File: src/rtl/sram_io_ctrl_if.sv
// ---------------------------------------------------------------------------
// sram_io_ctrl_if
//   Bundles the bit-serial host handshake and the 512x8 SRAM bus seen by
//   sram_io_ctrl. The host (or bench) side uses the master modport. The
//   controller uses the slave modport.
//
//   Host -> controller : BGN, LOAD_N, CTRL[1:0], SI
//   SRAM -> controller : PI[MEMORY_DATA_WIDTH-1:0]   (registered read data)
//   Controller -> host : RDY, SO
//   Controller -> SRAM : CEN (active-low), D_WE (active-low),
//                        A[MEMORY_ADDR_WIDTH-1:0], PO[MEMORY_DATA_WIDTH-1:0]
// ---------------------------------------------------------------------------
interface sram_io_ctrl_if #(
  parameter int MEMORY_DATA_WIDTH = 8,
  parameter int MEMORY_ADDR_WIDTH = 9
);
  logic                         BGN;
  logic                         LOAD_N;
  logic [1:0]                   CTRL;
  logic                         SI;
  logic [MEMORY_DATA_WIDTH-1:0] PI;
  logic                         RDY;
  logic                         D_WE;
  logic                         CEN;
  logic                         SO;
  logic [MEMORY_ADDR_WIDTH-1:0] A;
  logic [MEMORY_DATA_WIDTH-1:0] PO;

  modport master (
    output BGN, LOAD_N, CTRL, SI, PI,
    input  RDY, D_WE, CEN, SO, A, PO
  );

  modport slave (
    input  BGN, LOAD_N, CTRL, SI, PI,
    output RDY, D_WE, CEN, SO, A, PO
  );
endinterface

File: src/rtl/sram_io_ctrl.sv
// ---------------------------------------------------------------------------
// sram_io_ctrl
//   Bridge between a bit-serial host link and a 512x8 synchronous SRAM. A
//   17-bit register holds {addr[8:0], data[7:0]}. The host shifts a word in
//   LSB first (data LSB first). It then commands an SRAM write or read with the
//   BGN / LOAD_N / RDY handshake. A read returns its byte in the data field of
//   the register, so the host can shift it back out.
//
// Ports
//   CLK     in   rising-edge clock
//   rst_n   in   asynchronous active-low reset
//   bus     slave modport of sram_io_ctrl_if:
//             BGN    in   operation enable, held high for the whole operation
//             LOAD_N in   active-low start strobe, sampled with BGN in IDLE
//             CTRL   in   00 shift-in, 01 read, 11 write, 10 shift-out
//             SI     in   serial data in, LSB first
//             PI     in   SRAM read data (valid the cycle after the read edge)
//             RDY    out  operation complete (high in DONE)
//             D_WE   out  SRAM write enable, active-low
//             CEN    out  SRAM chip enable, active-low
//             SO     out  reg_bits[0]
//             A      out  reg_bits[16:8]
//             PO     out  reg_bits[7:0]
//
// Build option
//   SRAM_IO_CTRL_SHIFT_OUT_EN : when defined, mode 10 rotates the register
//   through SO for 17 edges and leaves it restored. When undefined, mode 10
//   completes at once with no register change.
// ---------------------------------------------------------------------------
module sram_io_ctrl #(
  parameter int MEMORY_DATA_WIDTH = 8,
  parameter int MEMORY_ADDR_WIDTH = 9
) (
  input  logic           CLK,
  input  logic           rst_n,
  sram_io_ctrl_if.slave  bus
);

  localparam int REG_BITS_WIDTH = MEMORY_ADDR_WIDTH + MEMORY_DATA_WIDTH;
  localparam int CNT_W          = $clog2(REG_BITS_WIDTH);
  localparam logic [CNT_W-1:0] LAST_BIT = CNT_W'(REG_BITS_WIDTH - 1);

  typedef enum logic [1:0] {
    MODE_SHIFT_IN  = 2'b00,
    MODE_READ      = 2'b01,
    MODE_SHIFT_OUT = 2'b10,
    MODE_WRITE     = 2'b11
  } mode_e;

  typedef enum logic [2:0] {
    ST_IDLE  = 3'd0,
    ST_PREP  = 3'd1,
    ST_SHIFT = 3'd2,
    ST_MEM   = 3'd3,
    ST_CAPT  = 3'd4,
    ST_DONE  = 3'd5
  } state_e;

  state_e                    state_q;
  state_e                    state_d;
  mode_e                     ctrl_q;
  logic [REG_BITS_WIDTH-1:0] reg_bits;
  logic [CNT_W-1:0]          bit_cnt;

  logic start;
  logic rdy_c;
  logic cen_c;
  logic d_we_c;

  // LOAD_N is only looked at in IDLE, so later toggles cannot restart anything.
  assign start = bus.BGN && !bus.LOAD_N;

  // -------------------------------------------------------------------------
  // State register
  // -------------------------------------------------------------------------
  always_ff @(posedge CLK or negedge rst_n) begin
    if (!rst_n) begin
      state_q <= ST_IDLE;
    end else begin
      state_q <= state_d;
    end
  end

  // -------------------------------------------------------------------------
  // Next state and SRAM strobes
  // -------------------------------------------------------------------------
  always_comb begin
    state_d = state_q;
    rdy_c   = 1'b0;
    cen_c   = 1'b1;
    d_we_c  = 1'b1;

    unique case (state_q)
      ST_IDLE: begin
        if (start) begin
          unique case (mode_e'(bus.CTRL))
            MODE_SHIFT_IN:  state_d = ST_PREP;
            MODE_READ:      state_d = ST_MEM;
            MODE_WRITE:     state_d = ST_MEM;
`ifdef SRAM_IO_CTRL_SHIFT_OUT_EN
            MODE_SHIFT_OUT: state_d = ST_PREP;
`else
            MODE_SHIFT_OUT: state_d = ST_DONE;
`endif
            default:        state_d = ST_IDLE;
          endcase
        end
      end

      // One dead cycle gives the host time to present the first SI bit.
      ST_PREP: begin
        state_d = bus.BGN ? ST_SHIFT : ST_IDLE;
      end

      ST_SHIFT: begin
        if (!bus.BGN) begin
          state_d = ST_IDLE;
        end else if (bit_cnt == LAST_BIT) begin
          state_d = ST_DONE;
        end
      end

      // The SRAM samples CEN/D_WE on the edge that ends this state. Once that
      // edge passes, an abort cannot undo the access.
      ST_MEM: begin
        cen_c  = 1'b0;
        d_we_c = (ctrl_q == MODE_WRITE) ? 1'b0 : 1'b1;
        if (!bus.BGN) begin
          state_d = ST_IDLE;
        end else if (ctrl_q == MODE_READ) begin
          state_d = ST_CAPT;
        end else begin
          state_d = ST_DONE;
        end
      end

      // Registered SRAM read data is valid on PI during this cycle.
      ST_CAPT: begin
        state_d = bus.BGN ? ST_DONE : ST_IDLE;
      end

      ST_DONE: begin
        rdy_c = 1'b1;
        if (!bus.BGN) begin
          state_d = ST_IDLE;
        end
      end

      default: begin
        state_d = ST_IDLE;
      end
    endcase
  end

  // -------------------------------------------------------------------------
  // Mode latch, bit counter and shift register
  // -------------------------------------------------------------------------
  always_ff @(posedge CLK or negedge rst_n) begin
    if (!rst_n) begin
      ctrl_q   <= MODE_SHIFT_IN;
      bit_cnt  <= '0;
      reg_bits <= '0;
    end else begin
      if (state_q == ST_IDLE && start) begin
        ctrl_q <= mode_e'(bus.CTRL);
      end

      // The counter counts only while bits actually move. It sits at zero
      // otherwise, so every operation starts from a clean count.
      if (state_q == ST_SHIFT && bus.BGN) begin
        bit_cnt <= bit_cnt + CNT_W'(1);
      end else begin
        bit_cnt <= '0;
      end

      if (state_q == ST_SHIFT && bus.BGN) begin
`ifdef SRAM_IO_CTRL_SHIFT_OUT_EN
        if (ctrl_q == MODE_SHIFT_OUT) begin
          // Rotation: after exactly 17 edges the word is back in place.
          reg_bits <= {reg_bits[0], reg_bits[REG_BITS_WIDTH-1:1]};
        end else begin
          reg_bits <= {bus.SI, reg_bits[REG_BITS_WIDTH-1:1]};
        end
`else
        reg_bits <= {bus.SI, reg_bits[REG_BITS_WIDTH-1:1]};
`endif
      end else if (state_q == ST_CAPT && bus.BGN) begin
        // Only the data field is replaced. The address stays for re-reads.
        reg_bits[MEMORY_DATA_WIDTH-1:0] <= bus.PI;
      end
    end
  end

  assign bus.RDY  = rdy_c;
  assign bus.CEN  = cen_c;
  assign bus.D_WE = d_we_c;
  assign bus.SO   = reg_bits[0];
  assign bus.A    = reg_bits[REG_BITS_WIDTH-1:MEMORY_DATA_WIDTH];
  assign bus.PO   = reg_bits[MEMORY_DATA_WIDTH-1:0];

endmodule

File: src/flat_wrapper.sv
// flat-port wrapper written by rule: the top's interface ports become plain ports
module sram_io_ctrl_flat 
#(
  parameter int MEMORY_DATA_WIDTH = 8,
  parameter int MEMORY_ADDR_WIDTH = 9
)
  (CLK, rst_n, bus_BGN, bus_LOAD_N, bus_CTRL, bus_SI, bus_PI, bus_RDY, bus_D_WE, bus_CEN, bus_SO, bus_A, bus_PO);
  sram_io_ctrl_if #(.MEMORY_DATA_WIDTH(MEMORY_DATA_WIDTH), .MEMORY_ADDR_WIDTH(MEMORY_ADDR_WIDTH)) bus_i ();
  input  logic CLK;
  input  logic rst_n;
  input wire logic [$bits(bus_i.BGN)-1:0] bus_BGN;
  input wire logic [$bits(bus_i.LOAD_N)-1:0] bus_LOAD_N;
  input wire logic [$bits(bus_i.CTRL)-1:0] bus_CTRL;
  input wire logic [$bits(bus_i.SI)-1:0] bus_SI;
  input wire logic [$bits(bus_i.PI)-1:0] bus_PI;
  output wire logic [$bits(bus_i.RDY)-1:0] bus_RDY;
  output wire logic [$bits(bus_i.D_WE)-1:0] bus_D_WE;
  output wire logic [$bits(bus_i.CEN)-1:0] bus_CEN;
  output wire logic [$bits(bus_i.SO)-1:0] bus_SO;
  output wire logic [$bits(bus_i.A)-1:0] bus_A;
  output wire logic [$bits(bus_i.PO)-1:0] bus_PO;
  assign bus_i.BGN = bus_BGN;
  assign bus_i.LOAD_N = bus_LOAD_N;
  assign bus_i.CTRL = bus_CTRL;
  assign bus_i.SI = bus_SI;
  assign bus_i.PI = bus_PI;
  assign bus_RDY = bus_i.RDY;
  assign bus_D_WE = bus_i.D_WE;
  assign bus_CEN = bus_i.CEN;
  assign bus_SO = bus_i.SO;
  assign bus_A = bus_i.A;
  assign bus_PO = bus_i.PO;
  sram_io_ctrl #(.MEMORY_DATA_WIDTH(MEMORY_DATA_WIDTH), .MEMORY_ADDR_WIDTH(MEMORY_ADDR_WIDTH)) u_core (.CLK(CLK), .rst_n(rst_n), .bus(bus_i));
endmodule
File: config.mk
export PLATFORM = sky130hd
export DESIGN_NAME = sram_io_ctrl_flat
export DESIGN_NICKNAME = d
export VERILOG_FILES = /design/src/rtl/sram_io_ctrl_if.sv /design/src/rtl/sram_io_ctrl.sv /design/src/flat_wrapper.sv
export SDC_FILE = /design/constraint.sdc
export NUM_CORES = 1
export LEC_CHECK = 0
export ABC_AREA = 1
export BUFFER_PORTS_ARGS = -buffer_cell sky130_fd_sc_hd__clkbuf_2
export CAP_MARGIN = 20
export CORE_ASPECT_RATIO = 1.25
export CORE_MARGIN = 2
export CORE_UTILIZATION = 45
export CTS_CLUSTER_DIAMETER = 80
export DETAILED_ROUTE_END_ITERATION = 10
export GPL_TIMING_DRIVEN = 0
export MAX_ROUTING_LAYER = met4
export PLACE_DENSITY = 0.79
export REMOVE_ABC_BUFFERS = 1
export SETUP_SLACK_MARGIN = 0.1
export SYNTH_ARGS = -nofsm -noshare
export SYNTH_HDL_FRONTEND = slang
export SYNTH_SLANG_ARGS = --single-unit
export TNS_END_PERCENT = 100
File: constraint.sdc
create_clock -name CLK -period 2 [get_ports CLK]
set_input_delay 0.1 -clock CLK [delete_from_list [all_inputs] [get_ports CLK]]
set_output_delay 0.1 -clock CLK [all_outputs]
set_load 0.02 [all_outputs]
==> run metrics, run 1 <==
die area 0.00350 mm²; Fmax 0.660 GHz; CP peak stage delay 0.49 ns; Root Buffer clkbuf_4; DR vias/cell 4.81; Die Height 65.7 µm; diode count 0; crit-path most repeated cell nor2_1; Post-Synthesis Cells 160; WP data arrival 1.74 ns; Clock Path Buffers 2; worst hold slack 0.0344 ns; worst hold path type in2reg; input/output buffers 35; min Tclk post-route 1.51 ns; Setup Viol. Count Final 0; unrepaired setup endpoints after global routing false; slowest cell on the critical path dfrtp_1; leakage power 0.840 nW; hpwl dp 1820 µm; Crit Path Category reg2reg; # rows 22; stages on the worst setup path 6; pre-CTS setup slack 0.477 ns; # DRC 0; #FFs+latches synth 27; synthesis warning total 0; worst reg2reg setup slack 0.49 ns; Post-Syn Area 0.00137 mm²; Buf/Inv on CP 0; total grt overflow 0; Initial DRT Pass Iterations 3; library cells used by synthesis 24; DP Area 0.00154 mm²; r2r worst-path depth 6; CP cell instances nor2_1, nand2_2, nor2_1, nor2_1, nand2_1, nand2_1; WL per Instance 10.6 µm; core area 0.00292 mm²; H-Tree Depth 1; first-pass GRT wire length 4390 µm; final hold viol count 0; Worst-Skew Late Latency 0.32 ns; Routed WL 2460 µm; IR drop worst, VDD 0.000884 V; Layout Skew 0.0105 ns; clock sinks 27; Ports 36; nets@finish 214; PD cells 1430 mW/mm²; Avg Inst Size Synth 8.56 µm²; antenna violation net count after detailed routing 0; initial antenna violation count 0; finished layout cell area 0.00159 mm²; CP Max Fanout 23; largest net degree at the start of global routing 28; commonest cells after routing, fill and taps aside 35 x nand2_1, 35 x clkbuf_2, 27 x dfrtp_1, 21 x nor2_1, 16 x inv_1; fin cells 232; Initial Utilization 0.469; Reg clk slew, reported paths 0.15 ns; vias in the first global route 1035; register area share after synthesis 0.494; Max Cap Viol 0; final setup margin 0.486 ns; DP Cell Count 226; CP Launch Type flip-flop; WHS Path Cells 3; total track usage 0.168; Final period util 0.757; post-CTS resize count 0; via count 1115; Data required, critical path 2.23 ns; Area growth syn-to-layout 16.0%; DIE WIDTH 53.3 µm; status finished clean; Slew @ Worst Pin 0.643 ns; CP endpoint kind flip-flop; TritonCTS Buffers 3; Slew Viols, Final 0; CTS tree built; CP top delay family simple AND/OR/NAND/NOR gates; GPL Wtd Cong 0.769; Slew HR 0.571; share of layout cells above drive strength 1 0.291; final setup TNS 0 ns; DR iter-0 viols 24
==> flip-flops by register name (all words and copies together), names as in the netlist <==
signal           cells
u_core.reg_bits     17
u_core.bit_cnt       5
u_core.ctrl_q        2
u_core.state_q       3
==> power by group <==
group	internal, mW	switching, mW	total [mW]
Combinational	0.371	0.728	1.10
Sequential	0.765	0.187	0.952
Clock	0.0747	0.153	0.227
Total	1.21	1.07	2.28
==> layout make-up <==
cell class | instances | area (µm²)
tap | 36 | 45.0
fill | 304 | 1330
sequential | 27 | 676
timing repair buffer | 37 | 195
multi-input combinational | 109 | 573
inverter | 19 | 71.3
clock inverter | 1 | 5.00
clock buffer | 3 | 22.5
==> Yosys cell counts, drive strengths merged <==
library cell,number,share of area
a21oi,10,0.039
buf,5,0.036
dfrtp,27,0.49
ha,2,0.018
inv,19,0.052
nand2,39,0.12
nand3,9,0.040
nand4,2,0.0091
nor2,24,0.089
nor3,1,0.0037
o21ai,19,0.083
o21bai,1,0.0055
xnor2,1,0.0064
xor2,1,0.0064
==> worst register-to-register path, stage by stage, from the launching register on <==
cell	delay (ns)
dfrtp_1	0.49
nor2_1	0.22
nand2_2	0.32
nor2_1	0.22
nor2_1	0.07
nand2_1	0.06
nand2_1	0.04
==> routing by layer <==
| layer | track usage | vias to the layer above | routed length (µm) |
|---|---|---|---|
| li1 | - | 579 | - |
| met1 | 0.231 | 512 | 1210 |
| met2 | 0.272 | 24 | 1140 |
| met3 | 0.0273 | 0 | 115 |
| met4 | 0.0192 | 0 | 0 |
| met5 | - | - | 0 |
==> metrics by stage <==
| step | util | total power [mW] |
|---|---|---|
| 2_1_floorplan | - | 1.73 |
| 3_3_place_gp | 0.528 | 2.06 |
| 3_5_place_dp | 0.528 | 2.08 |
| 4_1_cts | 0.544 | 2.31 |
| 5_1_grt | 0.544 | 2.49 |
| 6_report | 0.544 | 2.28 |
==> logic make-up after synthesis <==
logic type                 count (synthesis)  share of synthesized area
xor gates and xnor gates                   2                     0.0128
and+or+nand+nor                           75                      0.260
buffers and inverters                     24                     0.0877
adders and majority gates                  2                     0.0183
AOI/OAI and AO/OA                         30                      0.128
DFF                                       27                      0.494
==> path summary, 6_finish.rpt <==
path,startpoint,end
max in group asynchronous,rst_n,u_core.reg_bits[12]
min in group asynchronous,rst_n,u_core.reg_bits[3]
setup / recovery,u_core.state_q[2],u_core.state_q[2]
hold / removal,bus_CTRL[0],u_core.ctrl_q[0]
hold reg to reg,u_core.bit_cnt[0],u_core.bit_cnt[0]
setup reg to reg,u_core.state_q[2],u_core.state_q[2]
==> what timing repair did <==
action | in CTS | in global routing
hold endpoints to repair | 28 | 0
hold buffers | 2 | 0
buffers inserted | 0 | 0
(Power assumes the default switching activity.)
==> run 2, diff against run 1 <==
--- a/config.mk
+++ b/config.mk
@@ -5,7 +5,7 @@
 export SDC_FILE = /design/constraint.sdc
 export NUM_CORES = 1
 export LEC_CHECK = 0
-export ABC_AREA = 1
+export ABC_AREA = 0
 export BUFFER_PORTS_ARGS = -buffer_cell sky130_fd_sc_hd__clkbuf_2
 export CAP_MARGIN = 20
 export CORE_ASPECT_RATIO = 1.25
==> constraint.sdc (replaced) <==
create_clock -name CLK -period 1.6 [get_ports CLK]
set_input_delay 0.08 -clock CLK [delete_from_list [all_inputs] [get_ports CLK]]
set_output_delay 0.08 -clock CLK [all_outputs]
set_load 0.02 [all_outputs]
==> run metrics, run 2 <==
Post-Syn Area 0.00132 mm²; Slew Viols, Final 0; unrepaired setup endpoints after global routing true; Crit Path Category reg2out; min Tclk post-route 1.47 ns; Routed WL 2800 µm; Design Power 2.64 mW; largest reg by FF count u_core.reg_bits; vias in the first global route 1024; met1 Usage GRT 0.223; GR Util met3 0.0276; busiest layer in global routing met2; Reg clk slew, reported paths 0.15 ns; most common cell in the netlist nand2_1; Post-Synthesis Cells 135; CP Max Fanout 4; nets@finish 206; CTS tree built; ys async rst share 1.00; switching share of power 0.412; IR drop worst, VDD 0.00102 V; Worst-Skew Late Latency 0.33 ns; Layout Skew 0.0115 ns; Synth area leader dfrtp_1; DR vias/cell 5.06; commonest cells after routing, fill and taps aside 39 x nand2_1, 34 x clkbuf_2, 24 x dfrtp_1, 14 x buf_4, 8 x o21ai_1; Ports 36; Avg Inst Size Synth 9.77 µm²; Setup Viol. Count Final 0; initial antenna violation count 0; Slew HR 0.556; status finished clean; Fmax 0.678 GHz; synthesis warning total 0; sequential share of power 0.421; Die Height 64.5 µm; H-Tree Depth 1; die area 0.00338 mm²; Clock Path Buffers 2; worst reg2reg setup slack 0.14 ns; clock sinks 27; input/output buffers 35; GPL Wtd Cong 0.702; worst hold path type in2reg; total track usage 0.177; Initial DRT Pass Iterations 5; Area growth syn-to-layout 30.0%; Fillers 242; Area contributors post-synth dfrtp_1 51%, nand2_1 11%, mux2i_1 6.1%; most common cell after layout, fill and taps aside nand2_1; largest net degree at the start of global routing 28; CP endpoint kind output pin; core area 0.00273 mm²; Max Cap Viol 0; Switch Pwr 1.09 mW; WP data arrival 1.39 ns; DIE WIDTH 52.4 µm; DP Cell Count 197; library cells used by synthesis 35; leakage power 0.872 nW; PD cells 1540 mW/mm²; register area share after synthesis 0.512; Post-synth top cells 39 x nand2_1, 27 x dfrtp_1, 8 x mux2i_1; max reg flops 17; clock share of power 0.114; Synth top area share 0.512; WL per Instance 12.6 µm; Initial Utilization 0.483; met2 Resource Use GR 0.300; DR iter-0 viols 21; final hold viol count 0; hpwl dp 1820 µm; diode count 0; first-pass GRT wire length 4470 µm; Final period util 0.922; CP Launch Type flip-flop; Slew @ Worst Pin 0.666 ns; Largest regs u_core.reg_bits x17, u_core.bit_cnt x5, u_core.state_q x3; # DRC 0; Root Buffer clkbuf_4; Data required, critical path 1.52 ns; fin cells 222; antenna violation net count after detailed routing 0; TritonCTS Buffers 3; #FFs+latches synth 27; logic gate share of total power 0.465; via count 1124; # rows 21; share of layout cells above drive strength 1 0.351; dominant synthesized flop cell dfrtp_1; Core Util, Final 0.627; total grt overflow 0; Internal 1.55 mW; Post-synth EDFFs 0
[run 2: area by class of cell]
cell class	instances	area [µm²]	share of cell area
inverters	3	11.3	0.00657
multi-input cells	97	593	0.346
flip-flops and latches	27	679	0.396
clock inverters	1	7.51	0.00438
clock buffers	3	22.5	0.0131
repair buffers	57	358	0.209
well taps	34	42.5	0.0248
[run 2: what timing repair did]
item	in CTS	in global routing
endpoints found under the hold margin	30	0
hold buffers	4	0
gates resized for setup	5	12
cloned	0	1
pin swaps	1	3
setup endpoints to repair	13	11
buffers inserted	3	13
[run 2: cells by family (layout without fill, tap and decap cells)]
group | after synthesis | in the layout | share of synthesized area
flip-flops | 27 | 27 | 0.512
XOR/XNOR | 4 | 4 | 0.0266
buffers and inverters | 11 | 64 | 0.0560
AO/OA/AOI/OAI | 19 | 19 | 0.0835
adder cells (fa/ha/maj) | 2 | 2 | 0.0190
AND/OR/NAND/NOR | 63 | 63 | 0.233
multiplexers | 9 | 9 | 0.0693
[run 2: worst max-delay path, cell delays in order, from the launching register on]
cell     delay (ns)
dfrtp_2        0.46
buf_4          0.15
and2b_1        0.22
nand4_1        0.09
buf_2          0.16
[run 2: worst paths after layout]
| kind | from | endpoint | cells after the start |
|---|---|---|---|
| max in group asynchronous | rst_n | u_core.state_q[2] | 2 |
| worst max register to register | u_core.state_q[2] | u_core.reg_bits[7] | 5 |
| worst min register to register | u_core.bit_cnt[0] | u_core.bit_cnt[0] | 1 |
| min in group asynchronous | rst_n | u_core.bit_cnt[4] | 2 |
| worst min-delay path | bus_PI[6] | u_core.reg_bits[6] | 3 |
| worst max-delay path | u_core.state_q[2] | bus_D_WE | 4 |
[run 2: metrics by stage]
step / instance area (µm²) / worst slack (ns) / hold slack [ns] / TNS [ns]
2_1_floorplan: 1260 / -0.330 / -0.216 / -3.78
3_3_place_gp: 1470 / -0.643 / 0.131 / -9.69
3_5_place_dp: 1490 / -0.287 / 0.144 / -2.47
4_1_cts: 1590 / 0.111 / 0.0157 / 0
5_1_grt: 1710 / 0.0481 / 0.0371 / 0
6_report: 1710 / 0.125 / 0.00456 / 0
[run 2: layer usage]
metal | wire, µm | vias to the layer above
met5 | 0 | -
met4 | 27 | 0
met3 | 126 | 2
met2 | 1370 | 39
met1 | 1280 | 535
li1 | - | 548
[run 2: power groups by stage]
stage	Combinational, mW	Sequential, mW	Clock, mW
after floorplan	0.461	1.29	0
after global placement	0.931	1.11	0
after detailed placement	0.969	1.13	0
after CTS	1.03	1.12	0.310
after global routing	1.35	1.14	0.340
final	1.23	1.11	0.301
==> run 3, diff against run 2 <==
--- a/config.mk
+++ b/config.mk
@@ -11,6 +11,7 @@
 export CORE_ASPECT_RATIO = 1.25
 export CORE_MARGIN = 2
 export CORE_UTILIZATION = 45
+export CTS_BUF_LIST = sky130_fd_sc_hd__clkbuf_16
 export CTS_CLUSTER_DIAMETER = 80
 export DETAILED_ROUTE_END_ITERATION = 10
 export GPL_TIMING_DRIVEN = 0
==> run metrics, run 3 (synthesis results as in run 2) <==
status finished clean; WP data arrival 1.61 ns; Max Cap Viol 0; # rows 21; CP endpoint kind flip-flop; Slew Viols, Final 0; final setup TNS 0 ns; reg2reg end u_core.reg_bits[0]; Worst-Skew Late Latency 0.27 ns; via count 1083; Design Power 2.84 mW; input/output buffers 35; multi-input logic area 587 µm²; CP cell instances nand2b_4, nor3b_4, buf_4, mux2i_1, o21ai_0; Setup Viol. Count Final 0; Die Height 64.5 µm; most common cell after layout, fill and taps aside nand2_1; Clock Path Buffers 2; finished layout cell area 0.00169 mm²; nets@finish 198; Root Buffer clkbuf_16; max reg flops 17; Hold Crit Start bus_SI; unrepaired setup endpoints after global routing true; Initial Utilization 0.483; initial antenna violation count 0; commonest cells after routing, fill and taps aside 39 x nand2_1, 35 x clkbuf_2, 24 x dfrtp_1, 12 x buf_4, 8 x mux2i_1; total track usage 0.184; largest net degree at the start of global routing 28; Slew HR 0.557; clock sinks 27; # DRC 0; worst hold path type in2reg; DR iter-0 viols 24; Slew @ Worst Pin 0.665 ns; GPL Wtd Cong 0.702; DP Area 0.00149 mm²; CP Launch Type flip-flop; PD cells 1680 mW/mm²; leakage power 0.857 nW; Core Util, Final 0.618; diode count 0; IR drop worst, VDD 0.00114 V; Fillers 245; largest reg by FF count u_core.reg_bits; FF+latch area 679 µm²; DIE WIDTH 52.4 µm; share of layout cells above drive strength 1 0.339; total grt overflow 0; TritonCTS Buffers 3; vias in the first global route 1031; slowest cell on the critical path dfrtp_2; Initial DRT Pass Iterations 4; WL per Instance 12.8 µm; Fmax 0.682 GHz; Largest regs u_core.reg_bits x17, u_core.bit_cnt x5, u_core.state_q x3; H-Tree Depth 1; fin cells 214; Crit Path Category reg2reg; final hold viol count 0; r2r worst-path depth 5; worst hold slack 0.00596 ns; WHS Path Cells 3; final setup margin 0.134 ns; hold endpoint u_core.reg_bits[16]; CTS tree built; worst reg2reg setup slack 0.13 ns; core area 0.00273 mm²; DR vias/cell 5.06; Reg clk slew, reported paths 0.07 ns; RR Startpoint u_core.state_q[2]; CP peak stage delay 0.43 ns; min Tclk post-route 1.47 ns; Routed WL 2730 µm; CP Max Fanout 5; first-pass GRT wire length 4550 µm; hpwl dp 1820 µm; Layout Skew 0.00700 ns; Ports 36; DP Cell Count 197; Data required, critical path 1.74 ns; Area growth syn-to-layout 28.1%; die area 0.00338 mm²; pre-CTS setup slack -0.287 ns; antenna violation net count after detailed routing 0; Final period util 0.916
-- run 3: cell types whose count changed in the layout (fill, tap and decap cells not counted), sizes merged --
| cell | before | now |
|---|---|---|
| clkbuf | 37 | 38 |
| dlygate4sd3 | 4 | 1 |
| buf | 19 | 13 |
-- run 3: worst max path at each step --
| stage | start | end | slack, ns |
|---|---|---|---|
| 3_3_place_gp | u_core.state_q[2] | u_core.state_q[2] | -0.64 |
| 6_report | u_core.state_q[2] | u_core.reg_bits[0] | 0.13 |
| 4_1_cts | u_core.state_q[1] | u_core.ctrl_q[0] | 0.10 |
| 3_5_place_dp | u_core.state_q[2] | u_core.reg_bits[7] | -0.29 |
| 2_1_floorplan | u_core.state_q[2] | u_core.state_q[0] | -0.33 |
| 5_1_grt | u_core.state_q[2] | u_core.state_q[2] | 0.05 |
-- run 3: worst max-delay path: cells and delay by family (launching register included) --
kind | cells | cell delay (ns)
AND/OR/NAND/NOR | 2 | 0.44
flip-flops | 1 | 0.43
buffers and inverters | 1 | 0.20
multiplexers | 1 | 0.19
AO/OA/AOI/OAI | 1 | 0.09
-- run 3: layout make-up --
class / instances / area share
Clock buffer: 3 / 0.0444
Sequential cell: 27 / 0.402
Inverter: 3 / 0.00667
Multi-Input combinational cell: 97 / 0.347
Tap cell: 34 / 0.0252
Clock inverter: 1 / 0.00444
Timing Repair Buffer: 49 / 0.170
-- run 3: per-layer routing --
layer | part of all wire | wire [µm] | GRT usage | up-vias
met4 | 0.016 | 44 | 0.0673 | 0
met2 | 0.50 | 1350 | 0.308 | 31
met1 | 0.44 | 1210 | 0.223 | 515
met5 | 0 | 0 | - | -
met3 | 0.045 | 123 | 0.0276 | 5
li1 | - | - | - | 532
-- run 3: repair_timing --
item,4_1_cts,5_1_grt
hold buffers,1,0
pin swaps,2,1
resized for setup,5,6
endpoints found under the setup margin,14,11
setup buffers,2,9
endpoints found under the hold margin,27,0
gates cloned,0,1
-- run 3: report_power, final --
group          switching [mW]  internal, mW
Sequential              0.207         0.904
Clock                   0.240         0.340
Combinational           0.647         0.504
